$ cat src/rtl/freq_meter_if.sv
// -----------------------------------------------------------------------------
// freq_meter_if
//   Register-side bundle of the frequency meter. The meter is the master and
//   drives the results. The register wrapper (or a testbench) is the slave and
//   drives the enable.
//
//   en          slave -> master  level enable
//   period_out  master -> slave  averaged period, in clk cycles
//   high_out    master -> slave  averaged high time, in clk cycles
//   valid       master -> slave  one-cycle pulse when the results update
//   timeout     master -> slave  sticky flag, input stalled past the limit
//   busy        master -> slave  meter is armed or measuring
// -----------------------------------------------------------------------------
interface freq_meter_if;
  logic        en;
  logic [31:0] period_out;
  logic [31:0] high_out;
  logic        valid;
  logic        timeout;
  logic        busy;

  modport master (
    input  en,
    output period_out, high_out, valid, timeout, busy
  );

  modport slave (
    output en,
    input  period_out, high_out, valid, timeout, busy
  );
endinterface

$ cat src/rtl/freq_meter.sv
// -----------------------------------------------------------------------------
// freq_meter
//   Measures the period and high time of an external square wave, counted in
//   100 MHz clock cycles. It averages 2^AVG_LOG2 consecutive periods per result.
//   The value reads back in divider-control-word units: a wave that toggles
//   every N/2 cycles reads back as N.
//
//   clk_100mhz  in   system clock
//   rst         in   synchronous, active-low reset
//   sig_in      in   measured signal, asynchronous to clk_100mhz
//   bus         --   freq_meter_if.master (en in; period_out, high_out, valid,
//                    timeout, busy out)
// -----------------------------------------------------------------------------
module freq_meter #(
  parameter int unsigned TIMEOUT_CYC = 100_000_000,
  parameter int unsigned AVG_LOG2    = 2
) (
  input  logic         clk_100mhz,
  input  logic         rst,
  input  logic         sig_in,
  freq_meter_if.master bus
);

  localparam int unsigned ACC_W = 32 + AVG_LOG2;
  localparam int unsigned IDX_W = AVG_LOG2 + 1;
  localparam logic [31:0]      TMO      = 32'(TIMEOUT_CYC);
  localparam logic [IDX_W-1:0] LAST_IDX = IDX_W'((1 << AVG_LOG2) - 1);

  typedef enum logic [1:0] {IDLE, ARM, MEASURE, DONE} state_t;

  state_t state, state_next;

  // Input conditioning: two flops for metastability, one more flop for edge
  // detection. The fixed latency is the same for both edges, so it cancels.
  logic sync_meta, sync_sig, sync_prev;
  logic rise_p, fall_p;

  logic [31:0]      per_cnt, hi_cnt, per_next, hi_next;
  logic             fell;
  logic [ACC_W-1:0] per_acc, hi_acc;
  logic [IDX_W-1:0] idx;

  logic [31:0] period_q, high_q;
  logic        valid_q, timeout_q;

  logic arm_timeout, meas_timeout, batch_end;

  // NOTE: all clocked state is written with non-blocking assignments, so every
  // flop samples the values from before the edge no matter what order the
  // statements are in.
  always_ff @(posedge clk_100mhz) begin
    if (!rst) begin
      sync_meta <= 1'b0;
      sync_sig  <= 1'b0;
      sync_prev <= 1'b0;
    end else begin
      sync_meta <= sig_in;
      sync_sig  <= sync_meta;
      sync_prev <= sync_sig;
    end
  end

  assign rise_p = sync_sig & ~sync_prev;
  assign fall_p = ~sync_sig & sync_prev;

  // The counters saturate at the timeout value instead of wrapping.
  // The high counter stops at the first fall of the period.
  assign per_next = (per_cnt >= TMO) ? TMO : per_cnt + 32'd1;
  assign hi_next  = (sync_sig && !fell && hi_cnt < TMO) ? hi_cnt + 32'd1 : hi_cnt;

  always_ff @(posedge clk_100mhz) begin
    if (!rst) state <= IDLE;
    else      state <= state_next;
  end

  // NOTE: every signal assigned here gets a default first. A path that left one
  // unassigned would infer a latch.
  always_comb begin
    state_next   = state;
    arm_timeout  = 1'b0;
    meas_timeout = 1'b0;
    batch_end    = 1'b0;
    if (!bus.en) begin
      state_next = IDLE;
    end else begin
      unique case (state)
        IDLE: state_next = ARM;
        ARM: begin
          // If an edge arrives on the boundary cycle, the edge is taken.
          if (rise_p)              state_next = MEASURE;
          else if (per_cnt == TMO) arm_timeout = 1'b1;
        end
        MEASURE: begin
          if (rise_p) begin
            if (idx == LAST_IDX) begin
              batch_end  = 1'b1;
              state_next = DONE;
            end
          end else if (per_cnt == TMO) begin
            meas_timeout = 1'b1;
            state_next   = ARM;
          end
        end
        DONE:    state_next = MEASURE;
        default: state_next = IDLE;
      endcase
    end
  end

  // Datapath. A rise always restarts the counters at 1, because the rise
  // cycle itself is the first cycle of the new period. Entry into ARM also
  // loads per_cnt with 1, so ARM times out after exactly TIMEOUT_CYC cycles.
  always_ff @(posedge clk_100mhz) begin
    if (!rst) begin
      per_cnt   <= '0;
      hi_cnt    <= '0;
      fell      <= 1'b0;
      per_acc   <= '0;
      hi_acc    <= '0;
      idx       <= '0;
      period_q  <= '0;
      high_q    <= '0;
      valid_q   <= 1'b0;
      timeout_q <= 1'b0;
    end else begin
      valid_q <= 1'b0;
      if (!bus.en) begin
        per_cnt   <= '0;
        hi_cnt    <= '0;
        fell      <= 1'b0;
        per_acc   <= '0;
        hi_acc    <= '0;
        idx       <= '0;
        timeout_q <= 1'b0;
      end else begin
        unique case (state)
          IDLE: begin
            per_cnt <= 32'd1;
            hi_cnt  <= '0;
            fell    <= 1'b0;
          end
          ARM: begin
            if (rise_p) begin
              per_cnt <= 32'd1;
              hi_cnt  <= 32'd1;
              fell    <= 1'b0;
              per_acc <= '0;
              hi_acc  <= '0;
              idx     <= '0;
            end else if (arm_timeout) begin
              timeout_q <= 1'b1;
              per_cnt   <= 32'd1;
            end else begin
              per_cnt <= per_next;
            end
          end
          MEASURE: begin
            if (rise_p) begin
              per_acc <= per_acc + ACC_W'(per_cnt);
              hi_acc  <= hi_acc + ACC_W'(hi_cnt);
              idx     <= batch_end ? '0 : idx + 1'b1;
              per_cnt <= 32'd1;
              hi_cnt  <= 32'd1;
              fell    <= 1'b0;
            end else if (meas_timeout) begin
              timeout_q <= 1'b1;
              per_acc   <= '0;
              hi_acc    <= '0;
              idx       <= '0;
              per_cnt   <= 32'd1;
              hi_cnt    <= '0;
              fell      <= 1'b0;
            end else begin
              per_cnt <= per_next;
              hi_cnt  <= hi_next;
              if (fall_p) fell <= 1'b1;
            end
          end
          DONE: begin
            // The closing rise of this batch has already opened the next
            // period, so the counters keep running through this cycle.
            period_q  <= 32'(per_acc >> AVG_LOG2);
            high_q    <= 32'(hi_acc >> AVG_LOG2);
            valid_q   <= 1'b1;
            timeout_q <= 1'b0;
            per_acc   <= '0;
            hi_acc    <= '0;
            per_cnt   <= per_next;
            hi_cnt    <= hi_next;
            if (fall_p) fell <= 1'b1;
          end
          default: ;
        endcase
      end
    end
  end

  assign bus.period_out = period_q;
  assign bus.high_out   = high_q;
  assign bus.valid      = valid_q;
  assign bus.timeout    = timeout_q;
  assign bus.busy       = (state == ARM) || (state == MEASURE);

endmodule

$ cat src/flat_wrapper.sv
// flat-port wrapper written by rule: the top's interface ports become plain ports
module freq_meter_flat 
#(
  parameter int unsigned TIMEOUT_CYC = 100_000_000,
  parameter int unsigned AVG_LOG2    = 2
)
  (clk_100mhz, rst, sig_in, bus_en, bus_period_out, bus_high_out, bus_valid, bus_timeout, bus_busy);
  freq_meter_if bus_i ();
  input  logic clk_100mhz;
  input  logic rst;
  input  logic sig_in;
  input wire logic [$bits(bus_i.en)-1:0] bus_en;
  output wire logic [$bits(bus_i.period_out)-1:0] bus_period_out;
  output wire logic [$bits(bus_i.high_out)-1:0] bus_high_out;
  output wire logic [$bits(bus_i.valid)-1:0] bus_valid;
  output wire logic [$bits(bus_i.timeout)-1:0] bus_timeout;
  output wire logic [$bits(bus_i.busy)-1:0] bus_busy;
  assign bus_i.en = bus_en;
  assign bus_period_out = bus_i.period_out;
  assign bus_high_out = bus_i.high_out;
  assign bus_valid = bus_i.valid;
  assign bus_timeout = bus_i.timeout;
  assign bus_busy = bus_i.busy;
  freq_meter #(.TIMEOUT_CYC(TIMEOUT_CYC), .AVG_LOG2(AVG_LOG2)) u_core (.clk_100mhz(clk_100mhz), .rst(rst), .sig_in(sig_in), .bus(bus_i));
endmodule
$ cat config.mk
export PLATFORM = sky130hd
export DESIGN_NAME = freq_meter_flat
export DESIGN_NICKNAME = d
export VERILOG_FILES = /design/src/rtl/freq_meter_if.sv /design/src/rtl/freq_meter.sv /design/src/flat_wrapper.sv
export SDC_FILE = /design/constraint.sdc
export NUM_CORES = 1
export LEC_CHECK = 0
export ABC_AREA = 0
export CAP_MARGIN = 40
export CORE_MARGIN = 5
export CORE_UTILIZATION = 40
export CTS_CLUSTER_DIAMETER = 40
export DETAILED_ROUTE_END_ITERATION = 10
export SLEW_MARGIN = 20
export SYNTH_ARGS = -nofsm -noshare
export SYNTH_HDL_FRONTEND = slang
export SYNTH_SLANG_ARGS = --single-unit
$ cat constraint.sdc
create_clock -name clk_100mhz -period 2.7 [get_ports clk_100mhz]
set_input_delay 0.54 -clock clk_100mhz [delete_from_list [all_inputs] [get_ports clk_100mhz]]
set_output_delay 0.54 -clock clk_100mhz [all_outputs]
set_load 0.01 [all_outputs]
==> flow_summary.yaml <==
critical_path:
  arrival_ps: 3120
  cp_max_fo: 3
  worst_setup_path_start_kind: "flip-flop"
  criticalPathCategory: "reg -> reg"
  endpoint_kind: "flip-flop"
  cp_data_required_time_ps: 3110
finish:
  area_delta_synth_final_pct: 36.15
  fin_cells: 2016
  fillCellCount: 2591
  fin_area_um2: 15560
  layout_cell_share_with_drive_strength_beyond_1: 0.1966
  finish.net_count: 1688
  insertedDiodeCount: 0
drt:
  route.antenna.remaining_nets: 0
  drt-pass1-iter-count: 5
  initialDrtViolationCount: 563
  via_per_inst: 5.313
  avgRoutedWirePerCell_um: 15.83
  finalWirelength_mm: 31.92
  remaining_drc_errors: 0
  via_count: 10711
floorplan:
  die-width_um: 179.1
  die_area_um2: 32060
  placement_rows: 61
  core-area_um2: 28010
  initial_core_util: 0.4081
  top_level_ports: 71
  floorplan_die_height_um: 179.1
power:
  p_leak_nw: 6.047
  peakVddDrop_mv: 0.3866
  intPower_w: 0.006490
  power.net_switching_w: 0.001796
  power_switching_share: 0.2168
  comb_power_share: 0.031
  reg_power_frac: 0.372
  power_density_nw_per_um2: 532.4
  power_frac_clock: 0.597
logic_synthesis:
  synth_area_per_cell_um2: 8.201
  synth.distinct_cells: 69
  synth-seq-area-share: 0.3625
  post_synth_instance_area_um2: 11430
  post_synthesis_cells: 1394
  synth_edf_count: 0
  ys_seq_elements: 207
  async_flop_share: 0
  ys_warn_count: 0
  postSynth.topFlopCell: "sky130_fd_sc_hd__dfxtp_1"
timing:
  max_clock_freq_mhz: 368.8
  report.final.setup_viol: 2
  worst_hold_slack_ps: 427.2
  period_needed_ps: 2711
  finClkSkew_ps: 17.86
  rsz0062_at_grt: "yes"
  final_min_period_over_clock_period: 1.004
  final-max-slew-violation-count: 0
  worstMarginPinSlew_ps: 647.2
  final_hold_viol_count: 0
  final_critical_path_setup_slack_ps: -11.39
  relSlewSlack: 0.5662
place:
  detailed_place_hpwl_mm: 22.61
  cell_area_reported_after_detailed_placement_um2: 13630
  dp_worst_setup_slack_ps: -220.4
  count_of_buffers_from_port_buffering: 70
  gpl.final_weighted_congestion: 0.8887
  post-place-cells: 1936
cts:
  cts_sinks: 207
  cts-root-to-sink-buffers: 3
  cts_hold_buf: 0
  worst_setup_hold_path_clk_slew_ps: 60
  cts_inserted_buffers: 37
  cts-htree-levels: 2
  tritoncts: "yes"
  clock_tree_root_buffer_cell: "sky130_fd_sc_hd__clkbuf_16"
  worst_skew_pair_later_pin_latency_ps: 510
grt:
  grt_first_pass_wirelength_mm: 51.04
  globalRouteTotalUtil: 0.1916
  via_count_of_the_first_global_routing_pass: 10196
  grt_antenna_before_repair: 0
  grt_overflow: 0
  grt_max_degree: 62
outcome:
  status: "complete, but fails checks"
  violations: "setup timing"
job:
  timing.max_cap.violations: 0
min_path:
  hold_path.class: "in -> reg"
==> power by group through the flow <==
| stage | clock network, W | logic [W] | registers (W) |
|---|---|---|---|
| after floorplan | 0 | 0.000132 | 0.00314 |
| after global placement | 0 | 0.000221 | 0.00314 |
| after detailed placement | 0 | 0.000221 | 0.00314 |
| after CTS | 0.00505 | 0.000224 | 0.00308 |
| after global routing | 0.00520 | 0.000275 | 0.00308 |
| final | 0.00495 | 0.000257 | 0.00308 |
==> cell usage after synthesis (27+ instances only) <==
| master | count | area share |
|---|---|---|
| sky130_fd_sc_hd__dfxtp_1 | 207 | 0.36 |
| sky130_fd_sc_hd__ha_1 | 73 | 0.080 |
| sky130_fd_sc_hd__clkbuf_1 | 61 | 0.020 |
| sky130_fd_sc_hd__nor2_1 | 125 | 0.041 |
| sky130_fd_sc_hd__a21oi_1 | 112 | 0.049 |
| sky130_fd_sc_hd__a22o_1 | 34 | 0.026 |
| sky130_fd_sc_hd__nand3_1 | 49 | 0.021 |
| sky130_fd_sc_hd__a21boi_0 | 67 | 0.044 |
| sky130_fd_sc_hd__inv_1 | 27 | 0.0089 |
| sky130_fd_sc_hd__xor2_1 | 35 | 0.027 |
| sky130_fd_sc_hd__o21ai_0 | 47 | 0.021 |
| sky130_fd_sc_hd__nor3_1 | 30 | 0.013 |
| sky130_fd_sc_hd__xnor2_1 | 56 | 0.043 |
| sky130_fd_sc_hd__nand2_1 | 197 | 0.065 |
==> metal layers <==
layer	share of wire	vias to the layer above	GRT usage
met3	0.042	56	0.02952
met1	0.49	4982	0.2729
met5	0	-	0
met2	0.44	228	0.2982
li1	-	5445	-
met4	0.025	0	0.06012
==> state kept, by name, indices dropped and copies added, names as in the netlist, 2 cells and up <==
| name | flops |
|---|---|
| u_core.per_cnt | 32 |
| u_core.idx | 3 |
| u_core.per_acc | 34 |
| u_core.bus.period_out | 32 |
| u_core.hi_cnt | 32 |
| u_core.hi_acc | 34 |
| u_core.state | 2 |
| u_core.bus.high_out | 32 |
==> kinds of logic after synthesis <==
kind of cell,Yosys count,share of synthesized area
other,1,0.0003280
flip-flops,207,0.3625
XOR/XNOR,91,0.06972
AO/OA/AOI/OAI,389,0.2294
adder cells (fa/ha/maj),75,0.08340
multiplexers,6,0.005254
buffers and inverters,98,0.03240
AND/OR/NAND/NOR,527,0.2170
==> cell usage in the layout, fill, tap and decap left out, types with 35 or more instances in the layout <==
cell and n:
sky130_fd_sc_hd__clkdlybuf4s50_1 69, sky130_fd_sc_hd__dfxtp_1 201, sky130_fd_sc_hd__o21ai_0 40, sky130_fd_sc_hd__nand3_1 47, sky130_fd_sc_hd__nor2_1 124, sky130_fd_sc_hd__xor2_1 35, sky130_fd_sc_hd__a21boi_0 65, sky130_fd_sc_hd__nand2_1 195
sky130_fd_sc_hd__a21oi_1 103, sky130_fd_sc_hd__buf_4 159, sky130_fd_sc_hd__clkbuf_16 40, sky130_fd_sc_hd__xnor2_1 56, sky130_fd_sc_hd__ha_1 62
==> critical path, cell delays in order (launching register included) <==
cell and delay, ps:
sky130_fd_sc_hd__dfxtp_2 340, sky130_fd_sc_hd__buf_6 100, sky130_fd_sc_hd__ha_4 120, sky130_fd_sc_hd__inv_2 40
sky130_fd_sc_hd__fa_2 350, sky130_fd_sc_hd__nand2b_4 160, sky130_fd_sc_hd__a21oi_4 150, sky130_fd_sc_hd__o211ai_1 100
sky130_fd_sc_hd__nor4bb_4 200, sky130_fd_sc_hd__o221a_4 260, sky130_fd_sc_hd__a221o_1 390, sky130_fd_sc_hd__a211oi_2 220
sky130_fd_sc_hd__xnor2_1 140, sky130_fd_sc_hd__nor2_1 50
==> through the flow <==
stage	setup TNS [ps]	total power (W)	utilization
2_1_floorplan	-3.592	0.003273	-
3_3_place_gp	-991.3	0.003363	0.4864
3_5_place_dp	-1594	0.003363	0.4867
4_1_cts	-15.54	0.008353	0.5386
5_1_grt	-613.1	0.008552	0.5557
6_report	-13.36	0.008286	0.5557
==> worst paths after layout <==
kind / startpoint / end / slack [ps] / depth (start not counted)
setup reg to reg: u_core.per_cnt[0] / u_core.per_acc[32] / -10 / 13
setup / recovery: u_core.per_cnt[0] / u_core.per_acc[32] / -10 / 13
hold / removal: rst / u_core.bus.high_out[7] / 430 / 2
hold reg to reg: u_core.sync_meta / u_core.sync_sig / 450 / 1
==> repair_timing <==
| item | 4_1_cts | 5_1_grt |
|---|---|---|
| endpoints found under the hold margin | 0 | 0 |
| resized for setup | 27 | 79 |
| buffers inserted | 0 | 11 |
| cloned | 0 | 2 |
| pin swaps | 6 | 35 |
| setup endpoints to repair | 17 | 69 |
==> final cells by class <==
| cell class | instances | area [um^2] | area share |
|---|---|---|---|
| multi-input cells | 1093 | 7410 | 0.4760 |
| clock inverters | 21 | 301.5 | 0.01937 |
| flip-flops and latches | 207 | 4151 | 0.2667 |
| well taps | 378 | 473.0 | 0.03039 |
| repair buffers | 243 | 2090 | 0.1342 |
| clock buffers | 47 | 1036 | 0.06656 |
| inverters | 27 | 103.9 | 0.006672 |
(Power assumes the default switching activity.)
